==> config.mk <==
export PLATFORM = sky130hd
export DESIGN_NAME = sif_xa_arbiter
export DESIGN_NICKNAME = d
export VERILOG_FILES = /design/src/rtl/sif_xa_arbiter.sv
export SDC_FILE = /design/constraint.sdc
export NUM_CORES = 1
export LEC_CHECK = 0
export ABC_AREA = 1
export CAP_MARGIN = 30
export CORE_MARGIN = 1
export CORE_UTILIZATION = 43
export CTS_CLUSTER_DIAMETER = 60
export DETAILED_ROUTE_END_ITERATION = 12
export GPL_TIMING_DRIVEN = 0
export PLACE_DENSITY = 0.92
export SLEW_MARGIN = 20
export SYNTH_ARGS = -nofsm -noshare
export SYNTH_HDL_FRONTEND = slang
export SYNTH_SLANG_ARGS = --single-unit
==> constraint.sdc <==
create_clock -name clk -period 1.48 [get_ports clk]
set_input_delay 0.222 -clock clk [delete_from_list [all_inputs] [get_ports clk]]
set_output_delay 0.222 -clock clk [all_outputs]
set_load 0.1 [all_outputs]
==> src/rtl/sif_xa_arbiter.sv <==
`default_nettype none
// ============================================================================
// Module   : sif_xa_arbiter
// Brief    : Round-robin arbiter that shares one WA-side SIF slave port
//            between two XA-side requesters (xa0, xa1). Each XA op
//            (WRITE/READ/IDLE/ILLEGAL) is sequenced onto the WA bus and
//            answered with a one-cycle done pulse plus err/rdata. ILLEGAL
//            requests and WA timeouts are reported as err, so a silent
//            slave can never hang a requester.
// Ports    : clk, rst              clock, synchronous active-high reset
//            xaN_wr_s / xaN_rd_s   N=0,1 request strobes, held until done
//            xaN_addr / xaN_wdata  request address / write data
//            xaN_rdata             read data, valid while xaN_done=1
//            xaN_done / xaN_err    completion pulse / error flag
//            wa_wr_s / wa_rd_s     WA write / read strobes (registered)
//            wa_addr / wa_wdata    WA address / write data (registered)
//            wa_ready / wa_rdata   WA accept / read data
//            busy / owner          FSM not idle / requester being served
// Revision : 1.0 - initial release
// ============================================================================
module sif_xa_arbiter #(
    parameter int AW      = 8,
    parameter int DW      = 16,
    parameter int TIMEOUT = 15
) (
    input  logic          clk,
    input  logic          rst,
    input  logic          xa0_wr_s,
    input  logic          xa0_rd_s,
    input  logic [AW-1:0] xa0_addr,
    input  logic [DW-1:0] xa0_wdata,
    output logic [DW-1:0] xa0_rdata,
    output logic          xa0_done,
    output logic          xa0_err,
    input  logic          xa1_wr_s,
    input  logic          xa1_rd_s,
    input  logic [AW-1:0] xa1_addr,
    input  logic [DW-1:0] xa1_wdata,
    output logic [DW-1:0] xa1_rdata,
    output logic          xa1_done,
    output logic          xa1_err,
    output logic          wa_wr_s,
    output logic          wa_rd_s,
    output logic [AW-1:0] wa_addr,
    output logic [DW-1:0] wa_wdata,
    input  logic          wa_ready,
    input  logic [DW-1:0] wa_rdata,
    output logic          busy,
    output logic          owner
);

    // Counter wide enough to hold TIMEOUT-1; kept at one bit when the
    // timeout is disabled so the declaration stays legal.
    localparam int              c_TW       = (TIMEOUT > 0) ? $clog2(TIMEOUT + 1) : 1;
    localparam logic [c_TW-1:0] c_TMO_LAST = (TIMEOUT > 0) ? c_TW'(TIMEOUT - 1) : '0;
    localparam logic [c_TW-1:0] c_TMO_ONE  = c_TW'(1);

    localparam logic [1:0] c_IDLE   = 2'd0;
    localparam logic [1:0] c_ACCESS = 2'd1;
    localparam logic [1:0] c_RESP   = 2'd2;

    logic [1:0]      r_state,    w_state_nxt;
    logic            r_rr_ptr,   w_rr_ptr_nxt;
    logic            r_owner,    w_owner_nxt;
    logic            r_op_wr,    w_op_wr_nxt;
    logic            r_op_rd,    w_op_rd_nxt;
    logic [AW-1:0]   r_addr,     w_addr_nxt;
    logic [DW-1:0]   r_wdata,    w_wdata_nxt;
    logic [c_TW-1:0] r_tmo_cnt,  w_tmo_cnt_nxt;
    logic            r_err,      w_err_nxt;
    logic [DW-1:0]   r_rdata,    w_rdata_nxt;
    logic            r_wa_wr,    w_wa_wr_nxt;
    logic            r_wa_rd,    w_wa_rd_nxt;
    logic [AW-1:0]   r_wa_addr,  w_wa_addr_nxt;
    logic [DW-1:0]   r_wa_wdata, w_wa_wdata_nxt;

    logic            w_req0;
    logic            w_req1;
    logic            w_pick;
    logic            w_pick_wr;
    logic            w_pick_rd;
    logic [AW-1:0]   w_pick_addr;
    logic [DW-1:0]   w_pick_wdata;
    logic            w_tmo_hit;
    logic            w_resp;

    // ------------------------------------------------------------------
    // Request selection: a lone requester always wins; on a tie the
    // round-robin pointer decides.
    // ------------------------------------------------------------------
    always_comb begin
        w_req0       = xa0_wr_s | xa0_rd_s;
        w_req1       = xa1_wr_s | xa1_rd_s;
        w_pick       = (w_req0 & w_req1) ? r_rr_ptr : w_req1;
        w_pick_wr    = w_pick ? xa1_wr_s  : xa0_wr_s;
        w_pick_rd    = w_pick ? xa1_rd_s  : xa0_rd_s;
        w_pick_addr  = w_pick ? xa1_addr  : xa0_addr;
        w_pick_wdata = w_pick ? xa1_wdata : xa0_wdata;
        w_tmo_hit    = (TIMEOUT > 0) && (r_tmo_cnt == c_TMO_LAST);
    end

    // ------------------------------------------------------------------
    // Next-state and datapath
    // ------------------------------------------------------------------
    always_comb begin
        w_state_nxt   = r_state;
        w_rr_ptr_nxt  = r_rr_ptr;
        w_owner_nxt   = r_owner;
        w_op_wr_nxt   = r_op_wr;
        w_op_rd_nxt   = r_op_rd;
        w_addr_nxt    = r_addr;
        w_wdata_nxt   = r_wdata;
        w_tmo_cnt_nxt = r_tmo_cnt;
        w_err_nxt     = r_err;
        w_rdata_nxt   = r_rdata;

        case (r_state)
            c_IDLE: begin
                if (w_req0 | w_req1) begin
                    w_owner_nxt   = w_pick;
                    w_op_wr_nxt   = w_pick_wr;
                    w_op_rd_nxt   = w_pick_rd;
                    w_addr_nxt    = w_pick_addr;
                    w_wdata_nxt   = w_pick_wdata;
                    w_tmo_cnt_nxt = '0;
                    w_rdata_nxt   = '0;
                    if (w_pick_wr & w_pick_rd) begin
                        // ILLEGAL: answer straight away, never touch WA
                        w_state_nxt = c_RESP;
                        w_err_nxt   = 1'b1;
                    end else begin
                        w_state_nxt = c_ACCESS;
                        w_err_nxt   = 1'b0;
                    end
                end
            end

            c_ACCESS: begin
                if (wa_ready) begin
                    w_state_nxt   = c_RESP;
                    w_err_nxt     = 1'b0;
                    w_rdata_nxt   = r_op_rd ? wa_rdata : '0;
                    w_tmo_cnt_nxt = '0;
                end else if (w_tmo_hit) begin
                    w_state_nxt   = c_RESP;
                    w_err_nxt     = 1'b1;
                    w_rdata_nxt   = '0;
                    w_tmo_cnt_nxt = '0;
                end else if (TIMEOUT > 0) begin
                    // Cleared on every ACCESS exit, so it cannot wrap
                    w_tmo_cnt_nxt = r_tmo_cnt + c_TMO_ONE;
                end
            end

            c_RESP: begin
                w_rr_ptr_nxt  = ~r_owner;
                w_tmo_cnt_nxt = '0;
                w_state_nxt   = c_IDLE;
            end

            default: begin
                w_state_nxt = c_IDLE;
            end
        endcase

        // WA bus is registered and only active while the next state is
        // ACCESS with a legal op; a write strobe excludes a read strobe.
        w_wa_wr_nxt    = (w_state_nxt == c_ACCESS) & w_op_wr_nxt;
        w_wa_rd_nxt    = (w_state_nxt == c_ACCESS) & w_op_rd_nxt & ~w_op_wr_nxt;
        w_wa_addr_nxt  = (w_state_nxt == c_ACCESS) ? w_addr_nxt  : '0;
        w_wa_wdata_nxt = (w_state_nxt == c_ACCESS) ? w_wdata_nxt : '0;
    end

    // ------------------------------------------------------------------
    // State register
    // ------------------------------------------------------------------
    always_ff @(posedge clk) begin
        if (rst) begin
            r_state    <= c_IDLE;
            r_rr_ptr   <= 1'b0;
            r_owner    <= 1'b0;
            r_op_wr    <= 1'b0;
            r_op_rd    <= 1'b0;
            r_addr     <= '0;
            r_wdata    <= '0;
            r_tmo_cnt  <= '0;
            r_err      <= 1'b0;
            r_rdata    <= '0;
            r_wa_wr    <= 1'b0;
            r_wa_rd    <= 1'b0;
            r_wa_addr  <= '0;
            r_wa_wdata <= '0;
        end else begin
            r_state    <= w_state_nxt;
            r_rr_ptr   <= w_rr_ptr_nxt;
            r_owner    <= w_owner_nxt;
            r_op_wr    <= w_op_wr_nxt;
            r_op_rd    <= w_op_rd_nxt;
            r_addr     <= w_addr_nxt;
            r_wdata    <= w_wdata_nxt;
            r_tmo_cnt  <= w_tmo_cnt_nxt;
            r_err      <= w_err_nxt;
            r_rdata    <= w_rdata_nxt;
            r_wa_wr    <= w_wa_wr_nxt;
            r_wa_rd    <= w_wa_rd_nxt;
            r_wa_addr  <= w_wa_addr_nxt;
            r_wa_wdata <= w_wa_wdata_nxt;
        end
    end

    // ------------------------------------------------------------------
    // Outputs: the response is steered to the owner only, the other side
    // sees all zeros.
    // ------------------------------------------------------------------
    assign w_resp    = (r_state == c_RESP);
    assign xa0_done  = w_resp & ~r_owner;
    assign xa1_done  = w_resp &  r_owner;
    assign xa0_err   = xa0_done & r_err;
    assign xa1_err   = xa1_done & r_err;
    assign xa0_rdata = xa0_done ? r_rdata : '0;
    assign xa1_rdata = xa1_done ? r_rdata : '0;
    assign wa_wr_s   = r_wa_wr;
    assign wa_rd_s   = r_wa_rd;
    assign wa_addr   = r_wa_addr;
    assign wa_wdata  = r_wa_wdata;
    assign busy      = (r_state != c_IDLE);
    assign owner     = r_owner;

endmodule
`default_nettype wire
# Word-level counts from Yosys, hierarchy flattened
# Index checks and enable logic that the tools add are counted.
# word_totals
mem_bits_ro,0
output_inout_bits,64
ram_bits,0
reg_bits,77
wordCells,78
latch_bits,0
input_bits,71
n_memories,0
# op_classes
n_addsub,1
n_mux,34
n_eq_ne,6
magnitude_cmp,0
multipliers,0
n_shift,0
div_mod_pow,0
bitwise,15
reduce_logical,8
# op_table
cell,n
16-bit two-way mux,9
16-bit case mux with 2 select lines,1
8-bit two-way mux,3
4-bit two-way mux,3
4-bit case mux with 3 select lines,1
1-bit two-way mux,11
1-bit AND,9
2-bit two-way mux,4
"4-bit by 1-bit adder with 4-bit output, second input constant",1
"2-bit by 1-bit == test with 1-bit output, second input constant",2
"4-bit == test, second input constant",1
2-bit case mux with 2 select lines,1
2-bit AND reduction,2
2-bit nonzero test,2
"3-bit != test, second input constant",1
1-bit NOT,3
1-bit bitwise OR,3
3-bit AND reduction,1
3-bit nonzero test,1
"2-bit == test, second input constant",1
2-bit zero test,1
"2-bit != test, second input constant",1
1-bit case mux with 2 select lines,1
2-bit OR reduction,1

# Depth between registers and ports, before layout
# Gate-level depths: netlist (run 1).
# depth
ltp_word,11
ltp_mapped,10
ltp_nobuf,10

# Worst setup path after synthesis (run 1)
# No wires, ideal clock.
# synth_path
kind,flip-flop to output port
from,"reg r_owner, in the netlist owner"
to,out xa1_rdata[10]
t_arrival_ns,4.206
path_stages_with_launch,6
required_ns,1.258
setup_slack_ns,-2.948
path_cell_list,dfxtp_1 > inv_1 > nor2_1 > inv_2 > clkbuf_1 > nor2_1
# synth_between
elab_chain_len,2
# synth_lines
element,line,rtl
from (decl),64,"logic r_owner, w_owner_nxt;"
from (signal assigned),196,r_owner <= w_owner_nxt;
1-bit AND,217,assign xa1_done = w_resp & r_owner;
net xa1_done,40,"output logic xa1_done,"
16-bit two-way mux,221,assign xa1_rdata = xa1_done ? r_rdata : '0;
to (decl),39,"output logic [DW-1:0] xa1_rdata,"
# The timed path passes the listed nets, and every way through them passes these cells.

# Worst setup path after layout (run 1)
# layout_path
from,reg r_state[1]
to,out xa0_rdata[11]
# layout_between
elab_chain_len,3
# layout_lines
element,line,rtl
from (decl),62,"logic [1:0] r_state, w_state_nxt;"
from (signal assigned),179,r_state <= c_IDLE;
from (signal assigned),194,r_state <= w_state_nxt;
2-bit == test,215,assign w_resp = (r_state == c_RESP);
1-bit AND,216,assign xa0_done = w_resp & ~r_owner;
16-bit two-way mux,220,assign xa0_rdata = xa0_done ? r_rdata : '0;
to (decl),32,"output logic [DW-1:0] xa0_rdata,"
# No other way between the ends.

==> impl_metrics.env, run 1 <==
export IMPL_status="complete, but fails checks"
export IMPL_violations="negative setup slack"
export IMPL_endpoint_kind="primary output"
export IMPL_hp_class="primary input to register"
export IMPL_final_util_pct=81.9
export IMPL_hold_buffers=0
export IMPL_irDropWorstVdd_uv=726
export IMPL_synth_top_area_share_pct=47.7
export IMPL_ant_nets=0
export IMPL_fillCellCount=430
export IMPL_insertion_delay_ns=0.34
export IMPL_layout_drive_gt1_share_pct=28.8
export IMPL_yosysUniqueCellTypes=23
export IMPL_crit_required_ns=1.26
export IMPL_cts_root_buf="clkbuf_8"
export IMPL_grt_max_degree=14
export IMPL_fp_dieH_um=88.7
export IMPL_slew_viol_final=0
export IMPL_syn2layout_area_growth_pct=83.8
export IMPL_fmax_ghz=0.521
export IMPL_synth_edf_count=0
export IMPL_die_w_um=88.7
export IMPL_power_density_nw_per_um2=1170
export IMPL_rows=31
export IMPL_ys_seq_area_share_pct=47.7
export IMPL_dieArea_um2=7860
export IMPL_setup_ws_ns=-0.438
export IMPL_vias=3626
export IMPL_finalSetupViolCount=48
export IMPL_wl_per_cell_um=16.8
export IMPL_fin_setup_tns_ns=-13.45
export IMPL_arrival_ns=1.70
export IMPL_skew_ns=0.00806
export IMPL_synth_area_um2=3230
export IMPL_pin_count=135
export IMPL_cts_made_buffers=9
export IMPL_antenna_cells=0
export IMPL_dp_hpwl_um=7070
export IMPL_finalHoldViolCount=0
export IMPL_globalplace_congestion=0.797
export IMPL_cts_tree="yes"
export IMPL_hold_path_depth=6
export IMPL_cap_viol_max_count=0
export IMPL_final_cells=727
export IMPL_ys_flop_type="dfxtp_1"
export IMPL_syn_area_per_cell_um2=7.05
export IMPL_htree_levels=3
export IMPL_grt_pass1_vias=3602
export IMPL_initial_core_util_pct=44.5
export IMPL_yosys_register_bits=77
export IMPL_clockBufferDepth=2
export IMPL_max_slew_margin_rel_pct=62.0
export IMPL_drc=0
export IMPL_critical_path_class="register to primary output"
export IMPL_cp_max_fo=7
export IMPL_drtPass1Iterations=5
export IMPL_antenna_found_initial=0
export IMPL_tightest_slew_ns=0.573
export IMPL_wirelength_um=12200
export IMPL_min_period_ns=1.92
export IMPL_dp_cells=691
export IMPL_numPortBuffers=134
export IMPL_routed_via_density=4.99
export IMPL_yosys_warnings=0
export IMPL_total_power_mw=6.94
export IMPL_layout_nets=697
export IMPL_synth_area_leaders="dfxtp_1 (48%), nand2_1 (12%), nor2_1 (8.6%)"
export IMPL_overflow=0
export IMPL_async_reset_ff_share_pct=0
export IMPL_leakage_nw=2.51
export IMPL_min_period_over_period_pct=130
export IMPL_grt_usage_pct=31.5
export IMPL_grt_pass1_wl_um=18300
export IMPL_synth_largest_area_cell="dfxtp_1"
export IMPL_core_area_um2=7250
export IMPL_rr_worst_depth=7
export IMPL_synthCells=458
export IMPL_syn_num_nets=531
export IMPL_clk_pin_slew_ns=0.08
export IMPL_rsz0062_at_grt="yes"
export IMPL_critPathLaunchType="register"
export IMPL_cts_sinks=77
export IMPL_drtIter0Drc=208
-- metal layers --
layer / share of wire (%) / wire (um) / global-route usage [%] / vias up
met4: 4.3 / 518 / 18.9 / 0
li1: - / - / - / 1726
met3: 9.1 / 1120 / 10.5 / 48
met2: 50 / 6060 / 55.1 / 191
met1: 37 / 4490 / 32.8 / 1661
met5: 0 / 0 / 0 / -
-- where the power goes --
group | switching [mW] | leakage [nW] | internal [mW]
Combinational | 1.76 | 1.75 | 0.788
Sequential | 0.0964 | 0.634 | 2.34
Clock | 0.788 | 0.123 | 1.17
-- synth_stat cells, types with 2 or more instances --
cell type and instances:
inv_1 59, ha_1 2, dfxtp_1 77, buf_2 8, o21ai_1 2, nand2_2 2
nand2_1 105, clkbuf_1 8, a21oi_1 18, buf_4 2, o21ai_0 29, nand3_1 33
nand2b_1 24, nor2_1 74, buf_6 2, inv_2 6
-- kinds of logic (layout without fill, tap and decap cells) --
logic type / after synthesis / count (layout) / share of synthesized area (%)
buf+inv: 85 / 255 / 10.9
simple gates: 242 / 242 / 32.0
flops: 77 / 77 / 47.7
fa+ha+maj: 2 / 2 / 0.774
compound gates: 52 / 52 / 8.60
-- metrics by stage --
| step | hold WS (ns) | instance area [um2] | worst slack (ns) |
|---|---|---|---|
| 6_report | 0.415 | 5940 | -0.438 |
| 4_1_cts | 0.423 | 5790 | -0.407 |
| 5_1_grt | 0.447 | 5940 | -0.476 |
| 2_1_floorplan | 0.369 | 3560 | -0.802 |
| 3_5_place_dp | 0.455 | 5030 | -1.04 |
| 3_3_place_gp | 0.449 | 5030 | -0.994 |
-- registers in the layout (all words and copies together), names as in the netlist --
register	flops
owner	1
r_addr	8
r_err	1
r_op_rd	1
r_op_wr	1
r_rdata	16
r_rr_ptr	1
r_state	2
r_tmo_cnt	4
r_wdata	16
wa_addr	8
wa_rd_s	1
wa_wdata	16
wa_wr_s	1
-- layout make-up --
| type | count | area, um2 | area share (%) |
|---|---|---|---|
| Inverter | 65 | 267 | 4.49 |
| Timing Repair Buffer | 154 | 1930 | 32.6 |
| Timing Repair inverter | 1 | 11.3 | 0.190 |
| Clock buffer | 10 | 138 | 2.32 |
| Clock inverter | 5 | 108 | 1.81 |
| Multi-Input combinational cell | 296 | 1640 | 27.5 |
| Sequential cell | 77 | 1550 | 26.1 |
| Tap cell | 99 | 124 | 2.09 |
| Buffer | 20 | 174 | 2.93 |
-- worst max-delay path: stages, from the launching register on --
cell,delay [ns]
dfxtp_2,0.36
inv_2,0.04
nor2_2,0.09
inv_2,0.07
nor2_4,0.18
inv_8,0.07
buf_12,0.15
nor2_4,0.17
buf_12,0.20
-- cell usage in the layout, fill, tap and decap left out, types with 6 or more instances in the layout --
| master | instances |
|---|---|
| nor2_1 | 36 |
| a21oi_1 | 17 |
| buf_6 | 6 |
| nand2_1 | 104 |
| dfxtp_1 | 74 |
| o21ai_0 | 26 |
| nand2b_1 | 23 |
| clkdlybuf4s50_1 | 66 |
| inv_1 | 55 |
| buf_12 | 39 |
| clkbuf_8 | 10 |
| nor2_4 | 37 |
| clkdlybuf4s15_2 | 19 |
| buf_4 | 19 |
| nand3_1 | 33 |
-- path summary, 6_finish.rpt --
check	from	slack (ns)	to
max	r_state[1]	-0.44	xa0_rdata[11]
min	xa0_wr_s	0.41	wa_rd_s
max reg2reg	r_state[0]	-0.10	r_rdata[6]
min reg2reg	r_rdata[4]	0.48	r_rdata[4]
-- what timing repair did --
action                     CTS  global route
setup buffers                6            11
gates cloned                 3             1
setup endpoints to repair  112           119
resized for setup          424            36
pin swaps                    6            11
Note: power is estimated with default switching activity, not from simulation.
==> inputs of run 2 (changes only) <==
--- a/config.mk
+++ b/config.mk
@@ -13,6 +13,7 @@
 export DETAILED_ROUTE_END_ITERATION = 12
 export GPL_TIMING_DRIVEN = 0
 export PLACE_DENSITY = 0.92
+export SETUP_SLACK_MARGIN = 0.05
 export SLEW_MARGIN = 20
 export SYNTH_ARGS = -nofsm -noshare
 export SYNTH_HDL_FRONTEND = slang
==> impl_metrics.env, run 2 (synthesis gave the netlist of run 1 again) <==
export IMPL_min_period_over_period_pct=136
export IMPL_fmax_ghz=0.497
export IMPL_routed_via_density=5.16
export IMPL_layout_nets=701
export IMPL_fp_dieH_um=88.7
export IMPL_rsz0062_at_grt="yes"
export IMPL_stdcell_area_um2=5850
export IMPL_intPower_mw=4.26
export IMPL_worstReg2RegStart="r_tmo_cnt[0]"
export IMPL_leakage_nw=2.53
export IMPL_layout_drive_gt1_share_pct=30.9
export IMPL_r2r_end="r_rdata[0]"
export IMPL_crit_slowest_cell="dfxtp_2"
export IMPL_cts_root_buf="clkbuf_8"
export IMPL_power_density_nw_per_um2=1180
export IMPL_antenna_found_initial=0
export IMPL_dieArea_um2=7860
export IMPL_globalplace_congestion=0.797
export IMPL_hold_path_depth=3
export IMPL_crit_chain="inv_2 > nor2_2 > inv_2 > nor2_4 > inv_8 > clkbuf_16 > nor2_4 > buf_12"
export IMPL_final_common_cell="nand2_1"
export IMPL_die_w_um=88.7
export IMPL_rows=31
export IMPL_hold_end="r_rdata[7]"
export IMPL_finalSetupViolCount=45
export IMPL_cts_tree="yes"
export IMPL_r2r_slack_ns=-0.07
export IMPL_drtPass1Iterations=5
export IMPL_dp_hpwl_um=7070
export IMPL_clockBufferDepth=2
export IMPL_min_period_ns=2.01
export IMPL_arrival_ns=1.79
export IMPL_grt_max_degree=14
export IMPL_syn2layout_area_growth_pct=80.9
export IMPL_htree_levels=3
export IMPL_critPathLaunch="r_state[1]"
export IMPL_grt_usage_pct=30.6
export IMPL_initial_core_util_pct=44.5
export IMPL_crit_required_ns=1.26
export IMPL_total_power_mw=6.92
export IMPL_pin_count=135
export IMPL_drtIter0Drc=256
export IMPL_hp_class="primary input to register"
export IMPL_layout_common_cells="nand2_1 (100), dfxtp_1 (72), clkdlybuf4s50_1 (66)"
export IMPL_max_stage_delay_ns=0.36
export IMPL_seq_power_share_pct=35.2
export IMPL_p_sw_mw=2.66
export IMPL_pwr_share_clk_pct=28.3
export IMPL_ant_nets=0
export IMPL_status="complete, but fails checks"
export IMPL_max_slew_margin_rel_pct=65.4
export IMPL_grt_pass1_vias=3581
export IMPL_clk_pin_slew_ns=0.09
export IMPL_irDropWorstVdd_uv=713
export IMPL_drc=0
export IMPL_grt_pass1_wl_um=17900
export IMPL_fillCellCount=444
export IMPL_critical_path_class="register to primary output"
export IMPL_cp_max_fo=6
export IMPL_min_from="wa_rdata[7]"
export IMPL_cts_made_buffers=9
export IMPL_overflow=0
export IMPL_numPortBuffers=134
export IMPL_cap_viol_max_count=0
export IMPL_hold_buffers=0
export IMPL_violations="negative setup slack"
export IMPL_vias=3773
export IMPL_setup_ws_ns=-0.533
export IMPL_endpoint_kind="primary output"
export IMPL_placed_cell_area_um2=5030
export IMPL_core_area_um2=7250
export IMPL_antenna_cells=0
export IMPL_slew_viol_final=0
export IMPL_wl_per_cell_um=17.1
export IMPL_pwr_share_comb_pct=36.5
export IMPL_wirelength_um=12500
export IMPL_insertion_delay_ns=0.35
export IMPL_p_sw_share_pct=38.4
export IMPL_finalHoldViolCount=0
export IMPL_skew_ns=0.0124
export IMPL_cts_sinks=77
export IMPL_rr_worst_depth=10
export IMPL_tightest_slew_ns=0.523
export IMPL_critPathLaunchType="register"
run 2: cell count changes in the layout (fill, tap and decap cells not counted), sizes merged:
cell	before	now
buf	68	99
clkdlybuf4s15	19	0
clkdlybuf4s18	5	0
dlygate4sd2	0	4
dlymetal6s2s	4	0
clkbuf	22	19
run 2: worst max-delay path, delay by kind of cell, from the launching register on:
family	cells	cell delay [ns]
AND/OR/NAND/NOR	3	0.47
flip-flops	1	0.36
buffers and inverters	5	0.59
run 2: worst max path at each step:
stage,end,cells past startpoint
2_1_floorplan,xa1_rdata[10],5
3_3_place_gp,xa1_rdata[10],8
3_5_place_dp,xa1_rdata[10],8
4_1_cts,xa0_rdata[5],8
5_1_grt,xa0_rdata[5],8
6_report,xa0_rdata[5],8
run 2: power groups by stage:
stage	Combinational [mW]	Sequential, mW	Clock (mW)
2_1_floorplan	0.883	3.27	0
3_3_place_gp	2.31	2.47	0
3_5_place_dp	2.35	2.47	0
4_1_cts	2.43	2.43	1.95
5_1_grt	2.68	2.46	2.05
6_report	2.52	2.43	1.96
run 2: stage by stage:
stage               TNS, ns  setup WS (ns)  hold WS [ns]  util (%)  cells
global route         -19.36         -0.566         0.461      80.6    731
finish               -15.83         -0.533         0.453      80.6    731
floorplan            -22.54         -0.802         0.369         -    458
CTS                  -12.50         -0.407         0.423      79.3    722
detailed placement   -65.73          -1.04         0.455      69.3    691
global placement     -61.04         -0.994         0.449      69.3    691
run 2: cell type report:
cell class                      instances  area [um2]  share of cell area, %
Timing Repair Buffer                  158        1820                   31.1
Clock buffer                           10         138                   2.35
Tap cell                               99         124                   2.12
Timing Repair inverter                  1        11.3                  0.193
Clock inverter                          5         108                   1.84
Multi-Input combinational cell        296        1660                   28.4
Sequential cell                        77        1550                   26.5
Buffer                                 20         178                   3.04
Inverter                               65         264                   4.52
run 2: layer usage:
metal,up-vias,share of wire [%],GRT usage (%)
li1,1737,-,-
met1,1725,38,33.8
met2,254,48,53.1
met3,57,10,8.68
met4,0,4.4,16.6
met5,-,0,0
run 2: repair_timing:
action / 4_1_cts / 5_1_grt
setup endpoints to repair: 128 / 118
cloned: 5 / 0
pin swaps: 9 / 11
resized for setup: 483 / 42
buffers inserted: 11 / 9
